**src/rtl/alu_share_arb_if.sv**
```systemverilog
// Handshake and ALU bus between the two requesters, the arbiter and the ALU.
// slave: arbiter side; master: requesters plus ALU side.
interface alu_share_arb_if #(
  parameter int W   = 32,
  parameter int OPW = 4
);
  logic           req_valid0;
  logic           req_valid1;
  logic           req_ready0;
  logic           req_ready1;
  logic [W-1:0]   req_a0;
  logic [W-1:0]   req_b0;
  logic [W-1:0]   req_a1;
  logic [W-1:0]   req_b1;
  logic [OPW-1:0] req_op0;
  logic [OPW-1:0] req_op1;
  logic [W-1:0]   alu_a;
  logic [W-1:0]   alu_b;
  logic [OPW-1:0] alu_op;
  logic [W-1:0]   alu_out;
  logic           alu_zero;
  logic           alu_overflow;
  logic           alu_sign;
  logic           rsp_valid0;
  logic           rsp_valid1;
  logic           rsp_ready0;
  logic           rsp_ready1;
  logic [W-1:0]   rsp_out;
  logic           rsp_zero;
  logic           rsp_overflow;
  logic           rsp_sign;
  logic           busy;

  modport slave (
    input  req_valid0, req_valid1,
    output req_ready0, req_ready1,
    input  req_a0, req_b0, req_a1, req_b1,
    input  req_op0, req_op1,
    output alu_a, alu_b, alu_op,
    input  alu_out, alu_zero, alu_overflow, alu_sign,
    output rsp_valid0, rsp_valid1,
    input  rsp_ready0, rsp_ready1,
    output rsp_out, rsp_zero, rsp_overflow, rsp_sign,
    output busy
  );

  modport master (
    output req_valid0, req_valid1,
    input  req_ready0, req_ready1,
    output req_a0, req_b0, req_a1, req_b1,
    output req_op0, req_op1,
    input  alu_a, alu_b, alu_op,
    output alu_out, alu_zero, alu_overflow, alu_sign,
    input  rsp_valid0, rsp_valid1,
    output rsp_ready0, rsp_ready1,
    input  rsp_out, rsp_zero, rsp_overflow, rsp_sign,
    input  busy
  );
endinterface

```
**src/rtl/alu_share_arb.sv**
```systemverilog
// Round-robin arbiter sharing one ALU between two requesters.
// One operation in flight: IDLE -> EXEC -> RESP -> IDLE.
module alu_share_arb #(
  parameter int W   = 32,
  parameter int OPW = 4
) (
  input  logic            clk,
  input  logic            rst,
  alu_share_arb_if.slave  bus
);
  typedef enum logic [1:0] {
    IDLE,
    EXEC,
    RESP
  } state_t;

  state_t         state_q, state_d;
  logic           last_grant_q, last_grant_d;
  logic           owner_q, owner_d;
  logic [W-1:0]   alu_a_q, alu_a_d;
  logic [W-1:0]   alu_b_q, alu_b_d;
  logic [OPW-1:0] alu_op_q, alu_op_d;
  logic [1:0]     rsp_valid_q, rsp_valid_d;
  logic [W-1:0]   rsp_out_q, rsp_out_d;
  logic           rsp_zero_q, rsp_zero_d;
  logic           rsp_ovf_q, rsp_ovf_d;
  logic           rsp_sign_q, rsp_sign_d;

  logic gnt0, gnt1;
  logic rdy0, rdy1;
  logic own_ready;

  always_comb begin
    // On contention the port that did not win last time goes first.
    gnt1 = bus.req_valid1 & (~bus.req_valid0 | ~last_grant_q);
    gnt0 = bus.req_valid0 & ~gnt1;
    rdy0 = (state_q == IDLE) & gnt0 & ~rst;
    rdy1 = (state_q == IDLE) & gnt1 & ~rst;
    own_ready = owner_q ? bus.rsp_ready1 : bus.rsp_ready0;

    state_d      = state_q;
    last_grant_d = last_grant_q;
    owner_d      = owner_q;
    alu_a_d      = alu_a_q;
    alu_b_d      = alu_b_q;
    alu_op_d     = alu_op_q;
    rsp_valid_d  = rsp_valid_q;
    rsp_out_d    = rsp_out_q;
    rsp_zero_d   = rsp_zero_q;
    rsp_ovf_d    = rsp_ovf_q;
    rsp_sign_d   = rsp_sign_q;

    unique case (state_q)
      IDLE: begin
        if (rdy0) begin
          alu_a_d      = bus.req_a0;
          alu_b_d      = bus.req_b0;
          alu_op_d     = bus.req_op0;
          owner_d      = 1'b0;
          last_grant_d = 1'b0;
          state_d      = EXEC;
        end else if (rdy1) begin
          alu_a_d      = bus.req_a1;
          alu_b_d      = bus.req_b1;
          alu_op_d     = bus.req_op1;
          owner_d      = 1'b1;
          last_grant_d = 1'b1;
          state_d      = EXEC;
        end
      end
      EXEC: begin
        rsp_out_d   = bus.alu_out;
        rsp_zero_d  = bus.alu_zero;
        rsp_ovf_d   = bus.alu_overflow;
        rsp_sign_d  = bus.alu_sign;
        rsp_valid_d = owner_q ? 2'b10 : 2'b01;
        state_d     = RESP;
      end
      RESP: begin
        if (own_ready) begin
          rsp_valid_d = 2'b00;
          state_d     = IDLE;
        end
      end
      default: state_d = IDLE;
    endcase
  end

  always_ff @(posedge clk or posedge rst) begin
    if (rst) begin
      state_q      <= IDLE;
      last_grant_q <= 1'b1;
      owner_q      <= 1'b0;
      alu_a_q      <= '0;
      alu_b_q      <= '0;
      alu_op_q     <= '0;
      rsp_valid_q  <= 2'b00;
      rsp_out_q    <= '0;
      rsp_zero_q   <= 1'b0;
      rsp_ovf_q    <= 1'b0;
      rsp_sign_q   <= 1'b0;
    end else begin
      state_q      <= state_d;
      last_grant_q <= last_grant_d;
      owner_q      <= owner_d;
      alu_a_q      <= alu_a_d;
      alu_b_q      <= alu_b_d;
      alu_op_q     <= alu_op_d;
      rsp_valid_q  <= rsp_valid_d;
      rsp_out_q    <= rsp_out_d;
      rsp_zero_q   <= rsp_zero_d;
      rsp_ovf_q    <= rsp_ovf_d;
      rsp_sign_q   <= rsp_sign_d;
    end
  end

  assign bus.req_ready0   = rdy0;
  assign bus.req_ready1   = rdy1;
  assign bus.alu_a        = alu_a_q;
  assign bus.alu_b        = alu_b_q;
  assign bus.alu_op       = alu_op_q;
  assign bus.rsp_valid0   = rsp_valid_q[0];
  assign bus.rsp_valid1   = rsp_valid_q[1];
  assign bus.rsp_out      = rsp_out_q;
  assign bus.rsp_zero     = rsp_zero_q;
  assign bus.rsp_overflow = rsp_ovf_q;
  assign bus.rsp_sign     = rsp_sign_q;
  assign bus.busy         = (state_q != IDLE);
endmodule

```
**src/flat_wrapper.sv**
```systemverilog
// flat-port wrapper written by rule: the top's interface ports become plain ports
module alu_share_arb_flat 
#(
  parameter int W   = 32,
  parameter int OPW = 4
)
  (clk, rst, bus_req_valid0, bus_req_valid1, bus_req_ready0, bus_req_ready1, bus_req_a0, bus_req_b0, bus_req_a1, bus_req_b1, bus_req_op0, bus_req_op1, bus_alu_a, bus_alu_b, bus_alu_op, bus_alu_out, bus_alu_zero, bus_alu_overflow, bus_alu_sign, bus_rsp_valid0, bus_rsp_valid1, bus_rsp_ready0, bus_rsp_ready1, bus_rsp_out, bus_rsp_zero, bus_rsp_overflow, bus_rsp_sign, bus_busy);
  alu_share_arb_if #(.W(W), .OPW(OPW)) bus_i ();
  input  logic clk;
  input  logic rst;
  input wire logic [$bits(bus_i.req_valid0)-1:0] bus_req_valid0;
  input wire logic [$bits(bus_i.req_valid1)-1:0] bus_req_valid1;
  output wire logic [$bits(bus_i.req_ready0)-1:0] bus_req_ready0;
  output wire logic [$bits(bus_i.req_ready1)-1:0] bus_req_ready1;
  input wire logic [$bits(bus_i.req_a0)-1:0] bus_req_a0;
  input wire logic [$bits(bus_i.req_b0)-1:0] bus_req_b0;
  input wire logic [$bits(bus_i.req_a1)-1:0] bus_req_a1;
  input wire logic [$bits(bus_i.req_b1)-1:0] bus_req_b1;
  input wire logic [$bits(bus_i.req_op0)-1:0] bus_req_op0;
  input wire logic [$bits(bus_i.req_op1)-1:0] bus_req_op1;
  output wire logic [$bits(bus_i.alu_a)-1:0] bus_alu_a;
  output wire logic [$bits(bus_i.alu_b)-1:0] bus_alu_b;
  output wire logic [$bits(bus_i.alu_op)-1:0] bus_alu_op;
  input wire logic [$bits(bus_i.alu_out)-1:0] bus_alu_out;
  input wire logic [$bits(bus_i.alu_zero)-1:0] bus_alu_zero;
  input wire logic [$bits(bus_i.alu_overflow)-1:0] bus_alu_overflow;
  input wire logic [$bits(bus_i.alu_sign)-1:0] bus_alu_sign;
  output wire logic [$bits(bus_i.rsp_valid0)-1:0] bus_rsp_valid0;
  output wire logic [$bits(bus_i.rsp_valid1)-1:0] bus_rsp_valid1;
  input wire logic [$bits(bus_i.rsp_ready0)-1:0] bus_rsp_ready0;
  input wire logic [$bits(bus_i.rsp_ready1)-1:0] bus_rsp_ready1;
  output wire logic [$bits(bus_i.rsp_out)-1:0] bus_rsp_out;
  output wire logic [$bits(bus_i.rsp_zero)-1:0] bus_rsp_zero;
  output wire logic [$bits(bus_i.rsp_overflow)-1:0] bus_rsp_overflow;
  output wire logic [$bits(bus_i.rsp_sign)-1:0] bus_rsp_sign;
  output wire logic [$bits(bus_i.busy)-1:0] bus_busy;
  assign bus_i.req_valid0 = bus_req_valid0;
  assign bus_i.req_valid1 = bus_req_valid1;
  assign bus_req_ready0 = bus_i.req_ready0;
  assign bus_req_ready1 = bus_i.req_ready1;
  assign bus_i.req_a0 = bus_req_a0;
  assign bus_i.req_b0 = bus_req_b0;
  assign bus_i.req_a1 = bus_req_a1;
  assign bus_i.req_b1 = bus_req_b1;
  assign bus_i.req_op0 = bus_req_op0;
  assign bus_i.req_op1 = bus_req_op1;
  assign bus_alu_a = bus_i.alu_a;
  assign bus_alu_b = bus_i.alu_b;
  assign bus_alu_op = bus_i.alu_op;
  assign bus_i.alu_out = bus_alu_out;
  assign bus_i.alu_zero = bus_alu_zero;
  assign bus_i.alu_overflow = bus_alu_overflow;
  assign bus_i.alu_sign = bus_alu_sign;
  assign bus_rsp_valid0 = bus_i.rsp_valid0;
  assign bus_rsp_valid1 = bus_i.rsp_valid1;
  assign bus_i.rsp_ready0 = bus_rsp_ready0;
  assign bus_i.rsp_ready1 = bus_rsp_ready1;
  assign bus_rsp_out = bus_i.rsp_out;
  assign bus_rsp_zero = bus_i.rsp_zero;
  assign bus_rsp_overflow = bus_i.rsp_overflow;
  assign bus_rsp_sign = bus_i.rsp_sign;
  assign bus_busy = bus_i.busy;
  alu_share_arb #(.W(W), .OPW(OPW)) u_core (.clk(clk), .rst(rst), .bus(bus_i));
endmodule
```
**config.mk**
```make
export PLATFORM = sky130hd
export DESIGN_NAME = alu_share_arb_flat
export DESIGN_NICKNAME = d
export VERILOG_FILES = /design/src/rtl/alu_share_arb_if.sv /design/src/rtl/alu_share_arb.sv /design/src/flat_wrapper.sv
export SDC_FILE = /design/constraint.sdc
export NUM_CORES = 1
export LEC_CHECK = 0
export CAP_MARGIN = 20
export CELL_PAD_IN_SITES_DETAIL_PLACEMENT = 1
export CELL_PAD_IN_SITES_GLOBAL_PLACEMENT = 1
export CORE_MARGIN = 1
export CORE_UTILIZATION = 30
export DETAILED_ROUTE_END_ITERATION = 8
export GPL_TIMING_DRIVEN = 1
export PLACE_DENSITY = 0.95
export SLEW_MARGIN = 20
export SYNTH_ARGS = -nofsm -noshare
export SYNTH_HDL_FRONTEND = slang
export SYNTH_SLANG_ARGS = --single-unit
```
**constraint.sdc**
```tcl
create_clock -name clk -period 6.3 [get_ports clk]
set_clock_uncertainty 0.15 [all_clocks]
set_input_delay 1.575 -clock clk [delete_from_list [all_inputs] [get_ports clk]]
set_output_delay 1.575 -clock clk [all_outputs]
set_load 0.01 [all_outputs]
```
# == Yosys cells after proc, flatten, opt, wreduce, memory -nomap -nowiden ==
# Cells that the tools add are included.
# W data, S select, Z words.
# classes
eq_ne,4
n_mux,15
n_bitwise,11
n_reduce_logical,7
# ops
operator,count
$mux W32,4
$mux W2,4
$mux W4,2
$and A1 B1 Y1,6
$pmux W2 S3,1
$reduce_and A2 Y1,3
$reduce_bool A2 Y1,3
$not A1 Y1,4
$pmux W2 S2,1
$mux W1,3
$ne A3 B3 Y1 const B,1
$eq A2 B1 Y1 const B,1
$eq A2 B2 Y1 const B,1
$logic_not A2 Y1,1
$ne A2 B1 Y1 const B,1
$or A1 B1 Y1,1
# word_totals
reg_bits,109
input_bits,177
output_inout_bits,108
word_cells,48

# == Logic depth before layout (Yosys ltp) ==
# Gate-level depths: netlist of the first run.
# depth
depth_word,9
mapped_depth,6
ltp_nobuf,3

# == Worst setup path after synthesis of the first run ==
# Ideal clock, no wire load.
# synth_path
path_kind,input -> output
startpoint,in rst
endpoint,out bus_req_ready1
t_arrival_ns,2.397
required_ns,4.575
slack_ns,2.178
path_stages,4
path_buffers,1
cell_sequence,nor3_4 nand3_1 clkbuf_1 inv_1
# synth_between
elab_chain_cells,2
# synth_rtl
item,line_no,text
from (decl),flat_wrapper.sv:10,input logic rst;
$not A1 Y1,alu_share_arb.sv:38,rdy1 = (state_q == IDLE) & gnt1 & ~rst;
$and A1 B1 Y1,alu_share_arb.sv:38,
to (decl),flat_wrapper.sv:14,output wire logic [$bits(bus_i.req_ready1)-1:0] bus_req_ready1;
# No other way between the ends.

# == Final worst setup path of the first run ==
# layout_path
startpoint,in rst
endpoint,out bus_req_ready0
# layout_between
elab_chain_cells,2
# layout_rtl
item,line_no,text
$not A1 Y1,alu_share_arb.sv:37,rdy0 = (state_q == IDLE) & gnt0 & ~rst;
$and A1 B1 Y1,alu_share_arb.sv:37,
to (decl),flat_wrapper.sv:13,output wire logic [$bits(bus_i.req_ready0)-1:0] bus_req_ready0;
# No other way between the ends.

==> results of run 1 <==
[layout by cell type (no fill, tap or decap), types with 2 or more instances in the layout]
master           netlist  final
nand2b_1               3      2
inv_1                  4      3
o21ai_0                2      2
clkinvlp_4             0      4
clkbuf_16              0      9
o221a_2               68     68
nand2_1              109    109
nor2b_1                3      2
a21oi_1                4      4
nand4b_1              68     68
dfrtp_1              108    108
clkdlybuf4s50_1        0    283
buf_4                  2      8
[worst register-to-register path, cell delays in order (launching register included)]
cell	delay [ns]
dfrtp_1	0.50
nor3_4	0.38
buf_4	0.64
o21a_2	0.68
buf_4	0.52
o221a_2	0.31
[per-stage QoR]
| stage | utilization | worst slack [ns] |
|---|---|---|
| final | 0.5141 | 1.275 |
| after global routing | 0.5141 | 1.229 |
| after CTS | 0.5141 | 1.282 |
| after detailed placement | 0.4952 | 1.291 |
| after global placement | 0.4952 | 1.361 |
| after floorplan | - | 1.703 |
[final timing paths]
path                       slack, ns                  start                    end  cells after the start
min                             0.33  u_core.bus.rsp_out[7]  u_core.bus.rsp_out[7]                      2
max                             1.28                    rst         bus_req_ready0                      4
max reg2reg                     3.06      u_core.state_q[0]   u_core.bus.alu_op[1]                      5
min in group asynchronous       1.63                    rst   u_core.bus.alu_a[25]                      2
max in group asynchronous       3.14                    rst   u_core.bus.alu_a[16]                      3
min reg2reg                     0.33  u_core.bus.rsp_out[7]  u_core.bus.rsp_out[7]                      2
[kinds of logic (layout without fill, tap and decap cells)]
family,after synthesis,after routing,share of synthesized area
buffers and inverters,50,312,0.04284
AO/OA/AOI/OAI,78,78,0.1708
AND/OR/NAND/NOR,188,188,0.2235
flip-flops,109,109,0.5628
[layout make-up]
cell class                      instances  area (um2)
Clock buffer                            9       225.2
Clock inverter                          7       73.82
Multi-Input combinational cell        266        1923
Sequential cell                       109        2729
Fill cell                            1678        7691
Timing Repair Buffer                  292        2898
Inverter                                4       17.52
Tap cell                              216       270.3
[registers in the layout (all words and copies together) (netlist names)]
register,flops
u_core.bus.rsp_out,32
u_core.state_q,2
u_core.bus.alu_op,4
u_core.bus.rsp_overflow,1
u_core.rsp_valid_q,2
u_core.bus.rsp_sign,1
u_core.bus.alu_a,32
u_core.last_grant_q,1
u_core.owner_q,1
u_core.bus.rsp_zero,1
u_core.bus.alu_b,32
[metal layers]
layer,routed length [um],vias to the layer above,GRT usage
met4,467,0,0.09896
met5,0,-,0
met2,9276,222,0.3852
met3,1294,32,0.05037
met1,7105,2318,0.2501
li1,-,2110,-
[power groups by stage]
stage / sequential, mW / clock, mW / combinational (mW)
global placement: 1.25 / 0 / 1.65
detailed placement: 1.27 / 0 / 1.73
finish: 1.26 / 0.573 / 1.71
CTS: 1.26 / 0.591 / 1.73
floorplan: 1.38 / 0 / 0.618
global route: 1.30 / 0.618 / 1.84
==> results.py, run 1 <==
metrics = {
    "setup_path": {
        "worstPathRequired_ns": 4.58,
        "endpoint_kind": "primary output",
        "cp_cell_sequence": "clkdlybuf4s50_1, nor3_4, and3_1, clkdlybuf4s50_1",
        "crit_arrival_ns": 3.30,
        "path_class": "input port to primary output",
        "crit_top_cell": "clkdlybuf4s50_1",
        "max_stage_delay_ns": 0.57,
        "crit_buf_inv": 2,
        "crit_fanout": 7,
        "cp_top_family": "buffers and inverters",
        "cp-start-kind": "input port",
        "slowest_stage": "clkdlybuf4s50_1",
    },
    "timing": {
        "relSlewSlack": 0.4978,
        "timing.final.crit_share": 0.7975,
        "slew_viol_final": 0,
        "whs_ns": 0.3296,
        "fmax_mhz": 199.0,
        "hold_viol_final": 0,
        "min_period_ns": 5.025,
        "worstMarginPinSlew_ns": 0.7533,
        "rsz0062_at_grt": "false",
        "setup_viol": 0,
        "setup-tns-final_ns": 0,
    },
    "die": {
        "initial_utilization": 0.3063,
        "rows": 46,
        "dieHeight_um": 129.1,
        "die_w_um": 129.1,
        "boundaryPins": 285,
        "die_area_mm2": 0.01667,
        "fp.coreArea_mm2": 0.01583,
    },
    "synth": {
        "ys_seq_area_frac": 0.5628,
        "synth_nets": 602,
        "yosys.cell_count.top_type": "nand2_1",
        "yosys.area.top_type": "dfrtp_1",
        "synth_edf_count": 0,
        "yosys-top-cells-area": "dfrtp_1 (56%), o221a_2 (16%), nand4b_1 (12%)",
        "async_flop_share": 1.000,
        "synth_commonest_cells": "nand2_1 (109), dfrtp_1 (108), nand4b_1 (68), o221a_2 (68), clkbuf_1 (32)",
        "synth-seq-cells": 109,
        "ys.flop_type": "dfrtp_1",
        "synth_top_area_share": 0.5574,
        "synth_cells": 425,
        "synthDistinctLibCells": 23,
        "yosys_warnings": 0,
        "synth_area_mm2": 0.004848,
        "syn_area_per_cell_um2": 11.41,
    },
    "place": {
        "gp_congestion": 0.7792,
        "portBuffers": 284,
        "post-dp-hpwl_um": 13260,
        "place_area_mm2": 0.007838,
        "placedCellCount": 887,
    },
    "drt": {
        "wl_per_cell_um": 20.09,
        "vias_per_cell": 5.185,
        "wl_um": 18140,
        "dr.pass1.iters": 5,
        "first_iter_violations": 257,
        "drtAntennaViolNets": 0,
        "vias": 4682,
        "drc": 0,
    },
    "grt": {
        "grt_max_degree": 71,
        "grtUsageTotal": 0.2178,
        "grt_overflow_total": 0,
        "grt_pass1_vias": 5177,
        "antenna_found_initial": 0,
        "grt_first_pass_wirelength_um": 27790,
    },
    "clock_network": {
        "clk_pin_slew_worst_paths_ns": 0.08,
        "cts_tree": "built",
        "cts_resized": 0,
        "post_cts_buffers": 0,
        "clock-sinks": 109,
        "ctsRootBufferMaster": "clkbuf_16",
        "clockBufferDepth": 2,
        "insertion_delay_ns": 0.34,
        "numCtsBuffers": 9,
        "cts_max_level": 3,
        "hold_buffers": 0,
    },
    "pwr": {
        "p_sw_mw": 1.216,
        "p_sw_frac": 0.3432,
        "pwr_density_cell_mw_per_mm2": 435.5,
        "finalPower_mw": 3.544,
        "clkPwrFrac": 0.162,
        "p_seq_frac": 0.356,
        "p_int_mw": 2.327,
        "irDropWorstVdd_mv": 0.2047,
        "cellLeakagePower_nw": 3.198,
        "comb_power_share": 0.482,
    },
    "finish": {
        "layout.nets": 859,
        "antenna_cells": 0,
        "drive_gt1_frac": 0.1470,
        "final_cells": 903,
        "area_growth_pct": 67.82,
        "postLayoutCellArea_mm2": 0.008137,
    },
    "min_path": {
        "hp-class": "register to register",
    },
    "flow_run": {
        "cap_violations": 0,
    },
    "status": {
        "status": "complete, no violations",
    },
}
(Power assumes the default switching activity.)
==> run 2: changes to the inputs <==
CORE_UTILIZATION = 28   (was 30)
PLACE_DENSITY = 0.93   (was 0.95)
clock period = 4.94 ns   (was 6.3 ns; I/O delays follow)
==> results.py, run 2 (same netlist as run 1, synthesis figures left out) <==
metrics = {
    "status": {
        "status": "complete, no violations",
    },
    "clock_network": {
        "numCtsBuffers": 9,
        "hold_buffers": 0,
        "clockBufferDepth": 2,
        "cts_resized": 0,
        "cts_max_level": 3,
        "ctsRootBufferMaster": "clkbuf_16",
        "post_cts_buffers": 0,
        "clock-sinks": 109,
        "insertion_delay_ns": 0.35,
        "clk_pin_slew_worst_paths_ns": 0.07,
        "cts_tree": "built",
    },
    "grt": {
        "antenna_found_initial": 0,
        "grt_pass1_vias": 5088,
        "grt_first_pass_wirelength_um": 27680,
        "grt_overflow_total": 0,
        "grtUsageTotal": 0.2023,
        "grt_max_degree": 71,
    },
    "flow_run": {
        "cap_violations": 0,
    },
    "drt": {
        "vias_per_cell": 5.146,
        "wl_per_cell_um": 19.74,
        "vias": 4673,
        "first_iter_violations": 186,
        "drc": 0,
        "dr.pass1.iters": 4,
        "wl_um": 17920,
        "drtAntennaViolNets": 0,
    },
    "timing": {
        "worstMarginPinSlew_ns": 0.7721,
        "worst_slack_ns": 0.5086,
        "setup_viol": 0,
        "hold_viol_final": 0,
        "slew_viol_final": 0,
        "fmax_mhz": 225.7,
        "timing.final.crit_share": 0.8970,
        "relSlewSlack": 0.4853,
        "setup-tns-final_ns": 0,
        "min_period_ns": 4.431,
        "rsz0062_at_grt": "false",
    },
    "finish": {
        "antenna_cells": 0,
        "final_common_cell": "clkdlybuf4s50_1",
        "final_cells": 908,
        "layout.nets": 860,
        "final_cell_mix": "clkdlybuf4s50_1 (283), nand2_1 (109), dfrtp_1 (108)",
        "drive_gt1_frac": 0.1468,
        "area_growth_pct": 69.14,
        "fill_cells": 1807,
        "final_util": 0.4893,
    },
    "setup_path": {
        "cp-start-kind": "input port",
        "endpoint_kind": "primary output",
        "regToRegSetupSlack_ns": 2.14,
        "r2r-start": "u_core.state_q[0]",
        "reg2regPathDepth": 5,
        "path_class": "input port to primary output",
        "r2r_end": "u_core.bus.alu_b[27]",
        "crit_arrival_ns": 3.05,
        "crit_fanout": 10,
        "worstPathRequired_ns": 3.56,
        "endpoint": "bus_req_ready0",
        "crit_start": "rst",
    },
    "die": {
        "initial_utilization": 0.2893,
        "dieHeight_um": 133.6,
        "rows": 47,
        "boundaryPins": 285,
        "fp.coreArea_mm2": 0.01676,
        "die_area_mm2": 0.01785,
        "die_w_um": 133.6,
    },
    "pwr": {
        "pwr_density_cell_mw_per_mm2": 557.2,
        "cellLeakagePower_nw": 3.237,
        "finalPower_mw": 4.569,
        "irDropWorstVdd_mv": 0.2328,
    },
    "place": {
        "portBuffers": 284,
        "dp_slack_ns": 0.4850,
        "placedCellCount": 892,
        "gp_congestion": 0.7490,
        "post-dp-hpwl_um": 12790,
    },
    "min_path": {
        "hp-class": "register to register",
        "hold_depth": 2,
    },
}
## run 2: changes by cell type in the layout (fill, tap and decap cells not counted)
cell / change
buf_12: +2
clkinv_4: +1
clkinvlp_4: -4
clkbuf_1: +1
buf_4: -1
bufinv_16: +1
clkbuf_8: +1
## run 2: layout make-up
class | instances | area, um2 | area share
repair buffers | 293 | 2930 | 0.3573
flip-flops and latches | 109 | 2729 | 0.3328
multi-input cells | 266 | 1923 | 0.2345
well taps | 220 | 275.3 | 0.03357
clock buffers | 11 | 242.7 | 0.02960
clock inverters | 5 | 82.58 | 0.01007
inverters | 4 | 17.52 | 0.002136
## run 2: worst min path at each step
stage,end,start,slack (ns)
final,u_core.bus.rsp_out[10],u_core.bus.rsp_out[10],0.33
after global routing,u_core.bus.rsp_out[24],u_core.bus.rsp_out[24],0.36
after CTS,u_core.bus.rsp_out[6],u_core.bus.rsp_out[6],0.33
after detailed placement,u_core.bus.rsp_out[10],u_core.bus.rsp_out[10],0.32
after global placement,u_core.bus.rsp_out[20],u_core.bus.rsp_out[20],0.31
after floorplan,u_core.last_grant_q,u_core.last_grant_q,0.31
## run 2: critical path, cell delays in order
cell and delay, ns:
clkdlybuf4s50_1 0.53, nor3_4 0.46, and3_1 0.26, clkdlybuf4s50_1 0.55
## run 2: routing by layer
layer  share of wire  vias to the layer above  GRT usage
met1            0.39                     2313     0.2290
met5               0                        -          0
met4           0.027                        0    0.08712
met3           0.080                       30    0.06240
li1                -                     2117          -
met2            0.50                      213     0.3504
## run 2: power by group
group	switching [mW]	total [mW]	internal, mW
Clock	0.343	0.804	0.461
Combinational	0.907	2.16	1.26
Sequential	0.279	1.60	1.32
## run 2: stage by stage
step | instance area [um2] | hold WS [ns]
finish | 8200 | 0.3276
global route | 8200 | 0.3557
CTS | 8200 | 0.3336
detailed placement | 7875 | 0.3155
global placement | 7875 | 0.3059
floorplan | 4848 | 0.3126
